===== src/rtl/dca_matrix_slx_arbiter.sv =====
// Shares one SLX slave port among the ma/mb/mc requesters: packet-granular request
// arbitration plus an in-order ID queue that routes responses. Macro DCA_MATRIX_SLX_ARB_RR_EN selects round-robin.
module dca_matrix_slx_arbiter #(
  parameter int BW_ADDR           = 32,
  parameter int BW_DATA           = 128,
  parameter int BW_BURDEN         = 1,
  parameter int OUTSTANDING_DEPTH = 4
) (
  input  logic                   clk,
  input  logic                   rstnn,
  // requester a
  input  logic                   ma_slxqvalid,
  input  logic                   ma_slxqlast,
  input  logic                   ma_slxqwrite,
  input  logic [7:0]             ma_slxqlen,
  input  logic [2:0]             ma_slxqsize,
  input  logic [1:0]             ma_slxqburst,
  input  logic [BW_DATA/8-1:0]   ma_slxqwstrb,
  input  logic [BW_DATA-1:0]     ma_slxqwdata,
  input  logic [BW_ADDR-1:0]     ma_slxqaddr,
  input  logic [BW_BURDEN-1:0]   ma_slxqburden,
  output logic [1:0]             ma_slxqdready,
  output logic                   ma_slxyvalid,
  output logic                   ma_slxylast,
  output logic                   ma_slxywreply,
  output logic [1:0]             ma_slxyresp,
  output logic [BW_DATA-1:0]     ma_slxyrdata,
  output logic [BW_BURDEN-1:0]   ma_slxyburden,
  input  logic [1:0]             ma_slxydready,
  // requester b
  input  logic                   mb_slxqvalid,
  input  logic                   mb_slxqlast,
  input  logic                   mb_slxqwrite,
  input  logic [7:0]             mb_slxqlen,
  input  logic [2:0]             mb_slxqsize,
  input  logic [1:0]             mb_slxqburst,
  input  logic [BW_DATA/8-1:0]   mb_slxqwstrb,
  input  logic [BW_DATA-1:0]     mb_slxqwdata,
  input  logic [BW_ADDR-1:0]     mb_slxqaddr,
  input  logic [BW_BURDEN-1:0]   mb_slxqburden,
  output logic [1:0]             mb_slxqdready,
  output logic                   mb_slxyvalid,
  output logic                   mb_slxylast,
  output logic                   mb_slxywreply,
  output logic [1:0]             mb_slxyresp,
  output logic [BW_DATA-1:0]     mb_slxyrdata,
  output logic [BW_BURDEN-1:0]   mb_slxyburden,
  input  logic [1:0]             mb_slxydready,
  // requester c
  input  logic                   mc_slxqvalid,
  input  logic                   mc_slxqlast,
  input  logic                   mc_slxqwrite,
  input  logic [7:0]             mc_slxqlen,
  input  logic [2:0]             mc_slxqsize,
  input  logic [1:0]             mc_slxqburst,
  input  logic [BW_DATA/8-1:0]   mc_slxqwstrb,
  input  logic [BW_DATA-1:0]     mc_slxqwdata,
  input  logic [BW_ADDR-1:0]     mc_slxqaddr,
  input  logic [BW_BURDEN-1:0]   mc_slxqburden,
  output logic [1:0]             mc_slxqdready,
  output logic                   mc_slxyvalid,
  output logic                   mc_slxylast,
  output logic                   mc_slxywreply,
  output logic [1:0]             mc_slxyresp,
  output logic [BW_DATA-1:0]     mc_slxyrdata,
  output logic [BW_BURDEN-1:0]   mc_slxyburden,
  input  logic [1:0]             mc_slxydready,
  // slave side
  output logic                   s_slxqvalid,
  output logic                   s_slxqlast,
  output logic                   s_slxqwrite,
  output logic [7:0]             s_slxqlen,
  output logic [2:0]             s_slxqsize,
  output logic [1:0]             s_slxqburst,
  output logic [BW_DATA/8-1:0]   s_slxqwstrb,
  output logic [BW_DATA-1:0]     s_slxqwdata,
  output logic [BW_ADDR-1:0]     s_slxqaddr,
  output logic [BW_BURDEN-1:0]   s_slxqburden,
  input  logic [1:0]             s_slxqdready,
  input  logic                   s_slxyvalid,
  input  logic                   s_slxylast,
  input  logic                   s_slxywreply,
  input  logic [1:0]             s_slxyresp,
  input  logic [BW_DATA-1:0]     s_slxyrdata,
  input  logic [BW_BURDEN-1:0]   s_slxyburden,
  output logic [1:0]             s_slxydready
);

  localparam int PW = $clog2(OUTSTANDING_DEPTH);
  localparam int CW = PW + 1;

  typedef enum logic {IDLE, GRANT} state_t;

  state_t        state, state_nxt;
  logic [1:0]    grant, grant_nxt;
  logic [1:0]    winner;
  logic [2:0]    req;
  logic          sel_valid;
  logic          q_fire, push, y_fire, pop;
  logic          empty, full;
  logic [1:0]    head;
  logic [1:0]    id_q [OUTSTANDING_DEPTH];
  logic [PW-1:0] wr_ptr, rd_ptr;
  logic [CW-1:0] count;

  assign req = {mc_slxqvalid, mb_slxqvalid, ma_slxqvalid};

`ifdef DCA_MATRIX_SLX_ARB_RR_EN
  logic [1:0] rr_ptr;

  function automatic logic [1:0] next_id(input logic [1:0] id);
    next_id = (id == 2'd2) ? 2'd0 : id + 2'd1;
  endfunction

  // Reverse scan so the requester closest to the pointer overwrites the others.
  function automatic logic [1:0] rr_pick(input logic [2:0] r, input logic [1:0] ptr);
    logic [1:0] idx;
    rr_pick = ptr;
    for (int k = 2; k >= 0; k--) begin
      idx = 2'((int'(ptr) + k) % 3);
      if (r[idx]) rr_pick = idx;
    end
  endfunction

  assign winner = rr_pick(req, rr_ptr);

  always_ff @(posedge clk or negedge rstnn) begin
    if (!rstnn)
      rr_ptr <= 2'd0;
    else if (state == IDLE && state_nxt == GRANT)
      rr_ptr <= next_id(winner);
  end
`else
  assign winner = req[0] ? 2'd0 : (req[1] ? 2'd1 : 2'd2);
`endif

  assign empty = (count == '0);
  assign full  = (count == CW'(OUTSTANDING_DEPTH));
  assign head  = id_q[rd_ptr];

  // Arbitration FSM
  always_comb begin
    state_nxt = state;
    grant_nxt = grant;
    case (state)
      IDLE: begin
        if (!full && (|req)) begin
          grant_nxt = winner;
          state_nxt = GRANT;
        end
      end
      GRANT: begin
        if (push) state_nxt = IDLE;
      end
      default: state_nxt = IDLE;
    endcase
  end

  always_ff @(posedge clk or negedge rstnn) begin
    if (!rstnn) begin
      state <= IDLE;
      grant <= 2'd0;
    end else begin
      state <= state_nxt;
      grant <= grant_nxt;
    end
  end

  // Request channel mux
  always_comb begin
    sel_valid    = ma_slxqvalid;
    s_slxqlast   = ma_slxqlast;
    s_slxqwrite  = ma_slxqwrite;
    s_slxqlen    = ma_slxqlen;
    s_slxqsize   = ma_slxqsize;
    s_slxqburst  = ma_slxqburst;
    s_slxqwstrb  = ma_slxqwstrb;
    s_slxqwdata  = ma_slxqwdata;
    s_slxqaddr   = ma_slxqaddr;
    s_slxqburden = ma_slxqburden;
    if (grant == 2'd1) begin
      sel_valid    = mb_slxqvalid;
      s_slxqlast   = mb_slxqlast;
      s_slxqwrite  = mb_slxqwrite;
      s_slxqlen    = mb_slxqlen;
      s_slxqsize   = mb_slxqsize;
      s_slxqburst  = mb_slxqburst;
      s_slxqwstrb  = mb_slxqwstrb;
      s_slxqwdata  = mb_slxqwdata;
      s_slxqaddr   = mb_slxqaddr;
      s_slxqburden = mb_slxqburden;
    end else if (grant == 2'd2) begin
      sel_valid    = mc_slxqvalid;
      s_slxqlast   = mc_slxqlast;
      s_slxqwrite  = mc_slxqwrite;
      s_slxqlen    = mc_slxqlen;
      s_slxqsize   = mc_slxqsize;
      s_slxqburst  = mc_slxqburst;
      s_slxqwstrb  = mc_slxqwstrb;
      s_slxqwdata  = mc_slxqwdata;
      s_slxqaddr   = mc_slxqaddr;
      s_slxqburden = mc_slxqburden;
    end
  end

  assign s_slxqvalid   = (state == GRANT) && sel_valid;
  assign ma_slxqdready = (state == GRANT && grant == 2'd0) ? s_slxqdready : 2'b00;
  assign mb_slxqdready = (state == GRANT && grant == 2'd1) ? s_slxqdready : 2'b00;
  assign mc_slxqdready = (state == GRANT && grant == 2'd2) ? s_slxqdready : 2'b00;

  assign q_fire = s_slxqvalid && s_slxqdready[s_slxqwrite];
  assign push   = q_fire && s_slxqlast;

  // ID queue
  always_ff @(posedge clk or negedge rstnn) begin
    if (!rstnn) begin
      wr_ptr <= '0;
      rd_ptr <= '0;
      count  <= '0;
    end else begin
      if (push) wr_ptr <= wr_ptr + 1'b1;
      if (pop)  rd_ptr <= rd_ptr + 1'b1;
      case ({push, pop})
        2'b10:   count <= count + 1'b1;
        2'b01:   count <= count - 1'b1;
        default: count <= count;
      endcase
    end
  end

  always_ff @(posedge clk) begin
    if (push) id_q[wr_ptr] <= grant;
  end

  // Response routing by queue head
  always_comb begin
    s_slxydready = 2'b00;
    if (!empty) begin
      case (head)
        2'd0:    s_slxydready = ma_slxydready;
        2'd1:    s_slxydready = mb_slxydready;
        default: s_slxydready = mc_slxydready;
      endcase
    end
  end

  assign y_fire = s_slxyvalid && s_slxydready[s_slxywreply];
  assign pop    = y_fire && (s_slxywreply || s_slxylast);

  assign ma_slxyvalid = s_slxyvalid && !empty && (head == 2'd0);
  assign mb_slxyvalid = s_slxyvalid && !empty && (head == 2'd1);
  assign mc_slxyvalid = s_slxyvalid && !empty && (head == 2'd2);

  assign ma_slxylast   = s_slxylast;
  assign mb_slxylast   = s_slxylast;
  assign mc_slxylast   = s_slxylast;
  assign ma_slxywreply = s_slxywreply;
  assign mb_slxywreply = s_slxywreply;
  assign mc_slxywreply = s_slxywreply;
  assign ma_slxyresp   = s_slxyresp;
  assign mb_slxyresp   = s_slxyresp;
  assign mc_slxyresp   = s_slxyresp;
  assign ma_slxyrdata  = s_slxyrdata;
  assign mb_slxyrdata  = s_slxyrdata;
  assign mc_slxyrdata  = s_slxyrdata;
  assign ma_slxyburden = s_slxyburden;
  assign mb_slxyburden = s_slxyburden;
  assign mc_slxyburden = s_slxyburden;

endmodule


===== config.mk =====
export PLATFORM = sky130hd
export DESIGN_NAME = dca_matrix_slx_arbiter
export DESIGN_NICKNAME = d
export VERILOG_FILES = /design/src/rtl/dca_matrix_slx_arbiter.sv
export SDC_FILE = /design/constraint.sdc
export NUM_CORES = 1
export LEC_CHECK = 0
export ABC_AREA = 1
export CAP_MARGIN = 0
export CORE_AREA = 2 2 515 517
export CTS_BUF_LIST = sky130_fd_sc_hd__clkbuf_8
export DETAILED_ROUTE_END_ITERATION = 10
export DIE_AREA = 0 0 517 519
export PLACE_DENSITY = 0.3
export SYNTH_ARGS = -nofsm -noshare
export SYNTH_HDL_FRONTEND = slang
export SYNTH_SLANG_ARGS = --single-unit

===== constraint.sdc =====
create_clock -name clk -period 2.2 [get_ports clk]
set_input_delay 0.66 -clock clk [delete_from_list [all_inputs] [get_ports clk]]
set_output_delay 0.66 -clock clk [all_outputs]
set_load 0.01 [all_outputs]

==> results.yml, run 1 <==
status:
  status: "complete, but fails checks"
  violations: "setup timing"
yosys:
  seq_area_frac_synth_pct: 6.22
  ys_warn_count: 0
  synth_nets: 2127
  ys_seq_elements: 18
  syn-cell-area_um2: 7890
  ys_types: 30
  syn_inst: 1398
  syn_area_per_cell_um2: 5.64
job:
  max_cap_violations: 0
global_routing:
  overflow: 0
  grt_max_degree: 41
  grt_use_total_pct: 13.0
  antenna_found_initial: 190
  grt_pass1_wl_um: 210000
  grt_pass1_vias: 13200
clock_tree:
  clk_pin_slew_ns: 0.08
  cts_made_buffers: 3
  htree_levels: 1
  cts_tree: "built"
  clockRootBuffer: "clkbuf_8"
  clk_latency_ns: 0.27
  cts_sinks: 18
  clockBufferDepth: 2
cells_and_area:
  nets: 2716
  fillers: 30900
  fin_util_pct: 8.80
  syn_to_final_growth_pct: 194
  drive_gt1_share_pct: 37.7
power:
  vdd_ir_drop_max_uv: 415
  intPower_uw: 14800
  power_frac_comb_pct: 97.3
  switching_share_pct: 49.8
  p_sw_uw: 14600
  powerDensity_nw_per_um2: 1270
  p_leak_uw: 0.00832
  p_seq_share_pct: 1.9
  clkPwrFrac_pct: 0.8
worst_setup_path:
  cpMostUsedCell: "buf_12"
  cp_slowest_stage_delay_ns: 0.39
  worstSetupEndpointType: "output port"
  crit_family: "buffers and inverters"
  worst_path_max_delay_cell: "dfrtp_1"
  worst-path-buf-inv: 8
  crit_chain: "inv_2 -> nor2_4 -> buf_6 -> buf_16 -> inv_16 -> buf_12 -> buf_12 -> nand2_1 -> a31oi_1 -> buf_4 -> buf_12"
  critPathLaunchType: "flop"
  reg2reg_from: "grant[0]$_DFFE_PN0P_"
  crit_fanout: 10
  worstReg2RegEnd: "count[2]$_DFFE_PN0P_"
  r2r_cells: 15
  arrival_ns: 2.10
  worstPathRequired_ns: 1.54
  crit_type: "flop to output port"
  reg2reg_slack_ns: -0.47
detailed_routing:
  ant_nets: 0
  drt_iter0_markers: 760
  wire_per_inst_um: 32.9
  vias: 13300
  drtPass1Iterations: 7
  drc: 0
  wl_um: 183000
  vias_per_cell: 2.40
floorplan:
  die_w_um: 517
  rows: 189
  initial_core_util_pct: 2.99
  die_h_um: 519
  core_area_um2: 263000
  ios: 1326
  dieArea_um2: 268000
sta:
  maxSlewHeadroom_pct: 57.4
  setup_ws_ns: -0.565
  drv_slew: 0
  max_freq_ghz: 0.362
  skew_ns: 0.0156
  setup_viol: 215
  min_period_ns: 2.76
  grt_setup_unrepaired: "true"
  worst_slew_pin_slew_ns: 0.637
  hold_viol_final: 0
  finalCritPeriodShare_pct: 126
hold_path:
  min_path_cells: 2
  hold_path_class: "flop to flop"
  hold_end: "count[1]$_DFFE_PN0P_"
  holdCritStartpoint: "count[1]$_DFFE_PN0P_"
place:
  dp_slack_ns: -0.814
  numPortBuffers: 801
  gp_congestion: 0.921
  dpl.hpwl_um: 165000
[flip-flops by register name, summed over array words and instances (netlist names)]
signal  count
count       3
wr_ptr      2
grant       2
id_q        8
state       1
rd_ptr      2
[routing by layer]
layer | wire length, um | share of wire (%) | track usage (%) | up-vias
met5 | 1030 | 0.56 | 0.757 | -
met4 | 7310 | 4.0 | 3.73 | 112
met3 | 42300 | 23 | 13.6 | 503
met2 | 83500 | 46 | 21.5 | 1538
met1 | 48600 | 27 | 10.1 | 5791
li1 | - | - | - | 5382
[synth_stat cells (all sizes together)]
cell	n	area share, %
buf	447	41
nand2	422	20
nor2	204	9.8
a31oi	191	15
clkbuf	36	1.7
inv	32	1.5
dfrtp	10	3.2
nand3	9	0.86
edfxtp	8	3.0
o21ai	7	0.54
a21oi	6	0.38
ha	5	0.79
nand3b	5	0.48
nor3	5	0.32
nand4	4	0.32
o21a	2	0.19
xor2	2	0.22
fa	1	0.25
o211ai	1	0.095
xnor2	1	0.11
[cells by family after synthesis]
family	count (synthesis)	share of synthesized area, %
adders and majority gates	6	1.05
DFF	18	6.22
buffers and inverters	515	44.1
xor gates and xnor gates	3	0.333
AOI/OAI and AO/OA	207	16.4
and+or+nand+nor	649	31.9
[what timing repair did]
| item | 4_1_cts | 5_1_grt |
|---|---|---|
| pin swaps | 80 | 41 |
| buffers inserted | 78 | 5 |
| endpoints found under the setup margin | 221 | 224 |
| gates cloned | 30 | 0 |
| resized for setup | 841 | 132 |
| hold buffers | 0 | 0 |
[worst min-delay path, delay by kind of cell (launching register included)]
kind               cells  cell delay, ns
DFF                    1            0.35
AOI/OAI and AO/OA      1            0.06
and+or+nand+nor        1            0.05
[cell type report]
class | instances | area, um^2 | area share, %
Tap cell | 3533 | 4420 | 19.1
Multi-Input combinational cell | 866 | 5840 | 25.2
Timing Repair Buffer | 1064 | 12100 | 52.3
Sequential cell | 18 | 493 | 2.13
Inverter | 32 | 139 | 0.599
Clock buffer | 3 | 41.3 | 0.178
Clock inverter | 1 | 3.75 | 0.0162
Timing Repair inverter | 2 | 31.3 | 0.135
Antenna cell | 36 | 90.1 | 0.389
[layout by cell type, fill, tap and decap left out, types with 3 or more instances in the layout]
cell type and count:
a21oi_1 5, a31oi_1 113, a31oi_2 21, a31oi_4 57, buf_12 143, buf_16 34, buf_2 77, buf_4 144
buf_6 52, buf_8 10, bufbuf_16 3, clkbuf_8 3, clkdlybuf4s50_1 589, dfrtp_1 8, diode_2 36, dlygate4sd2_1 5
dlymetal6s2s_1 3, edfxtp_1 8, ha_1 4, inv_1 26, inv_2 4, nand2_1 263, nand2_2 94, nand2_4 58
nand2_8 8, nand3_1 4, nand3_4 3, nand3b_1 5, nand4_1 4, nor2_1 189, nor2_2 11, nor2_4 4
o21ai_2 3
[stage by stage]
stage | instances | total power, uW | hold slack [ns] | instance area [um^2] | TNS, ns
2_1_floorplan | 1398 | 6950 | 0.364 | 7890 | 0
3_3_place_gp | 5430 | 23500 | 0.463 | 19500 | -94.77
3_5_place_dp | 5430 | 23400 | 0.482 | 19500 | -96.57
4_1_cts | 5518 | 29900 | 0.503 | 22700 | -103.64
5_1_grt | 5536 | 31300 | 0.522 | 23100 | -111.58
6_report | 5555 | 29400 | 0.496 | 23200 | -91.36
[how the worst max path moves through the flow]
stage	start	end	slack, ns	depth (start not counted)
2_1_floorplan	mc_slxydready[1]	count[2]$_DFFE_PN0P_	0.008	12
6_report	grant[1]$_DFFE_PN0P_	s_slxqwdata[117]	-0.56	11
3_3_place_gp	mc_slxydready[1]	count[2]$_DFFE_PN0P_	-0.89	13
4_1_cts	grant[0]$_DFFE_PN0P_	s_slxqwdata[2]	-0.62	10
3_5_place_dp	mc_slxydready[1]	count[2]$_DFFE_PN0P_	-0.81	13
5_1_grt	grant[1]$_DFFE_PN0P_	s_slxqwdata[10]	-0.67	11
[power groups by stage]
stage / Sequential, uW / Clock, uW / Combinational (uW)
floorplan: 559 / 0 / 6390
global placement: 550 / 0 / 22900
detailed placement: 551 / 0 / 22800
CTS: 549 / 261 / 29100
global route: 574 / 273 / 30400
finish: 560 / 244 / 28600
Power figures use the tool's default switching activity.
==> run 2, diff against run 1 <==
- CTS_BUF_LIST: sky130_fd_sc_hd__clkbuf_8 -> not set
==> run 2 against run 1 <==
  * The run still ends with setup timing left
  * Worst setup slack about the same
  * Fmax is essentially flat
  * Power up 0.89%
  * Register-to-register slack is essentially flat
  * Clock skew shrank 0.0070 ns
  * Utilization hardly changed
  * Non-clock buffer count decreased by 1
  * Hold slack lost 0.0060 ns
  * Sequential power down 1%
==> results.yml, run 2 (synthesis results as in run 1) <==
status:
  status: "complete, but fails checks"
  violations: "setup timing"
cells_and_area:
  design_area_um2: 23200
  layout_common_cells: "589 x clkdlybuf4s50_1, 272 x nand2_1, 188 x nor2_1"
  largest_register_ffs: 8
  final_cell_count_no_fill: 5558
  largest_registers: "id_q: 8 flops, count: 3 flops"
  final_common_cell: "clkdlybuf4s50_1"
  top_register: "id_q"
  fin_util_pct: 8.80
  drive_gt1_share_pct: 37.2
  nets: 2715
  fillers: 30900
  syn_to_final_growth_pct: 194
sta:
  finalCritPeriodShare_pct: 126
  hold_viol_final: 0
  maxSlewHeadroom_pct: 57.9
  setup_viol: 214
  drv_slew: 0
  worst_slew_pin_slew_ns: 0.629
  grt_setup_unrepaired: "true"
  setup_ws_ns: -0.565
  max_freq_ghz: 0.362
  min_period_ns: 2.77
  skew_ns: 0.00856
global_routing:
  grt_pass1_vias: 13200
  overflow: 0
  grt_pass1_wl_um: 209000
  antenna_found_initial: 190
  grt_max_degree: 41
  grt_use_total_pct: 12.9
worst_setup_path:
  worstPathRequired_ns: 1.54
  reg2reg_from: "grant[0]$_DFFE_PN0P_"
  crit_fanout: 5
  crit_type: "flop to output port"
  arrival_ns: 2.11
  worstReg2RegEnd: "count[2]$_DFFE_PN0P_"
  r2r_cells: 15
  worstSetupEndpointType: "output port"
  critPathLaunchType: "flop"
  reg2reg_slack_ns: -0.48
clock_tree:
  htree_levels: 1
  cts_sinks: 18
  clk_latency_ns: 0.26
  clockBufferDepth: 2
  cts_tree: "built"
  clk_pin_slew_ns: 0.06
  clockRootBuffer: "clkbuf_16"
  cts_made_buffers: 3
  hold_buffers: 0
power:
  power_uw: 29700
  powerDensity_nw_per_um2: 1280
  intPower_uw: 14900
  p_seq_share_pct: 1.9
  switching_share_pct: 49.6
  p_leak_uw: 0.00829
  p_sw_uw: 14700
  clkPwrFrac_pct: 1.3
  power_frac_comb_pct: 96.9
  vdd_ir_drop_max_uv: 406
place:
  dpl.hpwl_um: 165000
  gp_congestion: 0.921
  numPortBuffers: 801
  placed_cell_area_um2: 19500
  dp_slack_ns: -0.814
  dp.cells: 5430
floorplan:
  die_w_um: 517
  core_area_um2: 263000
  rows: 189
  dieArea_um2: 268000
  ios: 1326
  initial_core_util_pct: 2.99
  die_h_um: 519
hold_path:
  hold_end: "count[1]$_DFFE_PN0P_"
  holdCritStartpoint: "count[1]$_DFFE_PN0P_"
  hold_path_class: "flop to flop"
  min_path_cells: 2
job:
  max_cap_violations: 0
detailed_routing:
  drt_iter0_markers: 731
  vias: 13300
  wl_met3_um: 42700
  wire_per_inst_um: 32.9
  drtPass1Iterations: 5
  vias_per_cell: 2.39
  route.met2.wl_um: 83500
  top_layer: "met5"
  wl_um: 183000
  ant_nets: 0
  route.layer.met1.wl_um: 48300
  drc: 0
run 2: cell types whose count changed in the layout (fill, tap and decap cells not counted), moves of 4 or more:
cell	delta
buf_6	-6
buf_8	+6
clkbuf_16	+5
diode_2	+4
nand2_1	+9
nand2_4	-9
run 2: metrics by stage:
stage          hold WS [ns]  setup TNS, ns
2_1_floorplan         0.364              0
3_3_place_gp          0.463         -94.77
3_5_place_dp          0.482         -96.57
4_1_cts               0.497         -98.49
5_1_grt               0.516        -105.85
6_report              0.490         -87.84
run 2: cell type report:
class	count	area, um^2	area share (%)
clock inverters	1	3.75	0.0162
repair inverters	2	40.0	0.173
diodes	40	100	0.432
inverters	32	139	0.599
clock buffers	3	75.1	0.324
well taps	3533	4420	19.1
flip-flops and latches	18	492	2.12
repair buffers	1063	12100	52.3
multi-input cells	866	5800	25.0
run 2: layer usage:
metal  up-vias  GRT usage (%)
li1       5395              -
met1      5782           9.96
met2      1504           21.5
met3       501           13.7
met4       118           3.68
met5         -          0.919
run 2: worst max path at each step:
| stage | slack [ns] | startpoint | end | depth (start not counted) |
|---|---|---|---|---|
| after floorplan | 0.008 | mc_slxydready[1] | count[2]$_DFFE_PN0P_ | 12 |
| after global placement | -0.89 | mc_slxydready[1] | count[2]$_DFFE_PN0P_ | 13 |
| after detailed placement | -0.81 | mc_slxydready[1] | count[2]$_DFFE_PN0P_ | 13 |
| after CTS | -0.59 | grant[0]$_DFFE_PN0P_ | s_slxqwdata[25] | 11 |
| after global routing | -0.64 | grant[0]$_DFFE_PN0P_ | s_slxqwdata[25] | 11 |
| final | -0.57 | grant[0]$_DFFE_PN0P_ | s_slxqwdata[25] | 11 |
run 2: power groups by stage:
stage	sequential [uW]	clock (uW)	combinational, uW
after global placement	550	0	22900
after global routing	568	406	30500
final	553	374	28800
after detailed placement	551	0	22800
after CTS	550	390	28800
after floorplan	559	0	6390
run 2: worst max-delay path, cell delays in order (launching register included):
cell,delay [ns]
dfrtp_1,0.42
nor2_4,0.16
buf_6,0.14
buf_16,0.16
inv_16,0.07
buf_12,0.15
buf_12,0.12
buf_16,0.13
nand2_2,0.10
a31oi_4,0.09
buf_4,0.15
buf_12,0.12
run 2: what timing repair did:
action | 4_1_cts | 5_1_grt
cloned | 30 | 3
setup endpoints to repair | 221 | 224
pin swaps | 73 | 40
resized for setup | 815 | 150
setup buffers | 71 | 6
hold endpoints to repair | 0 | 0
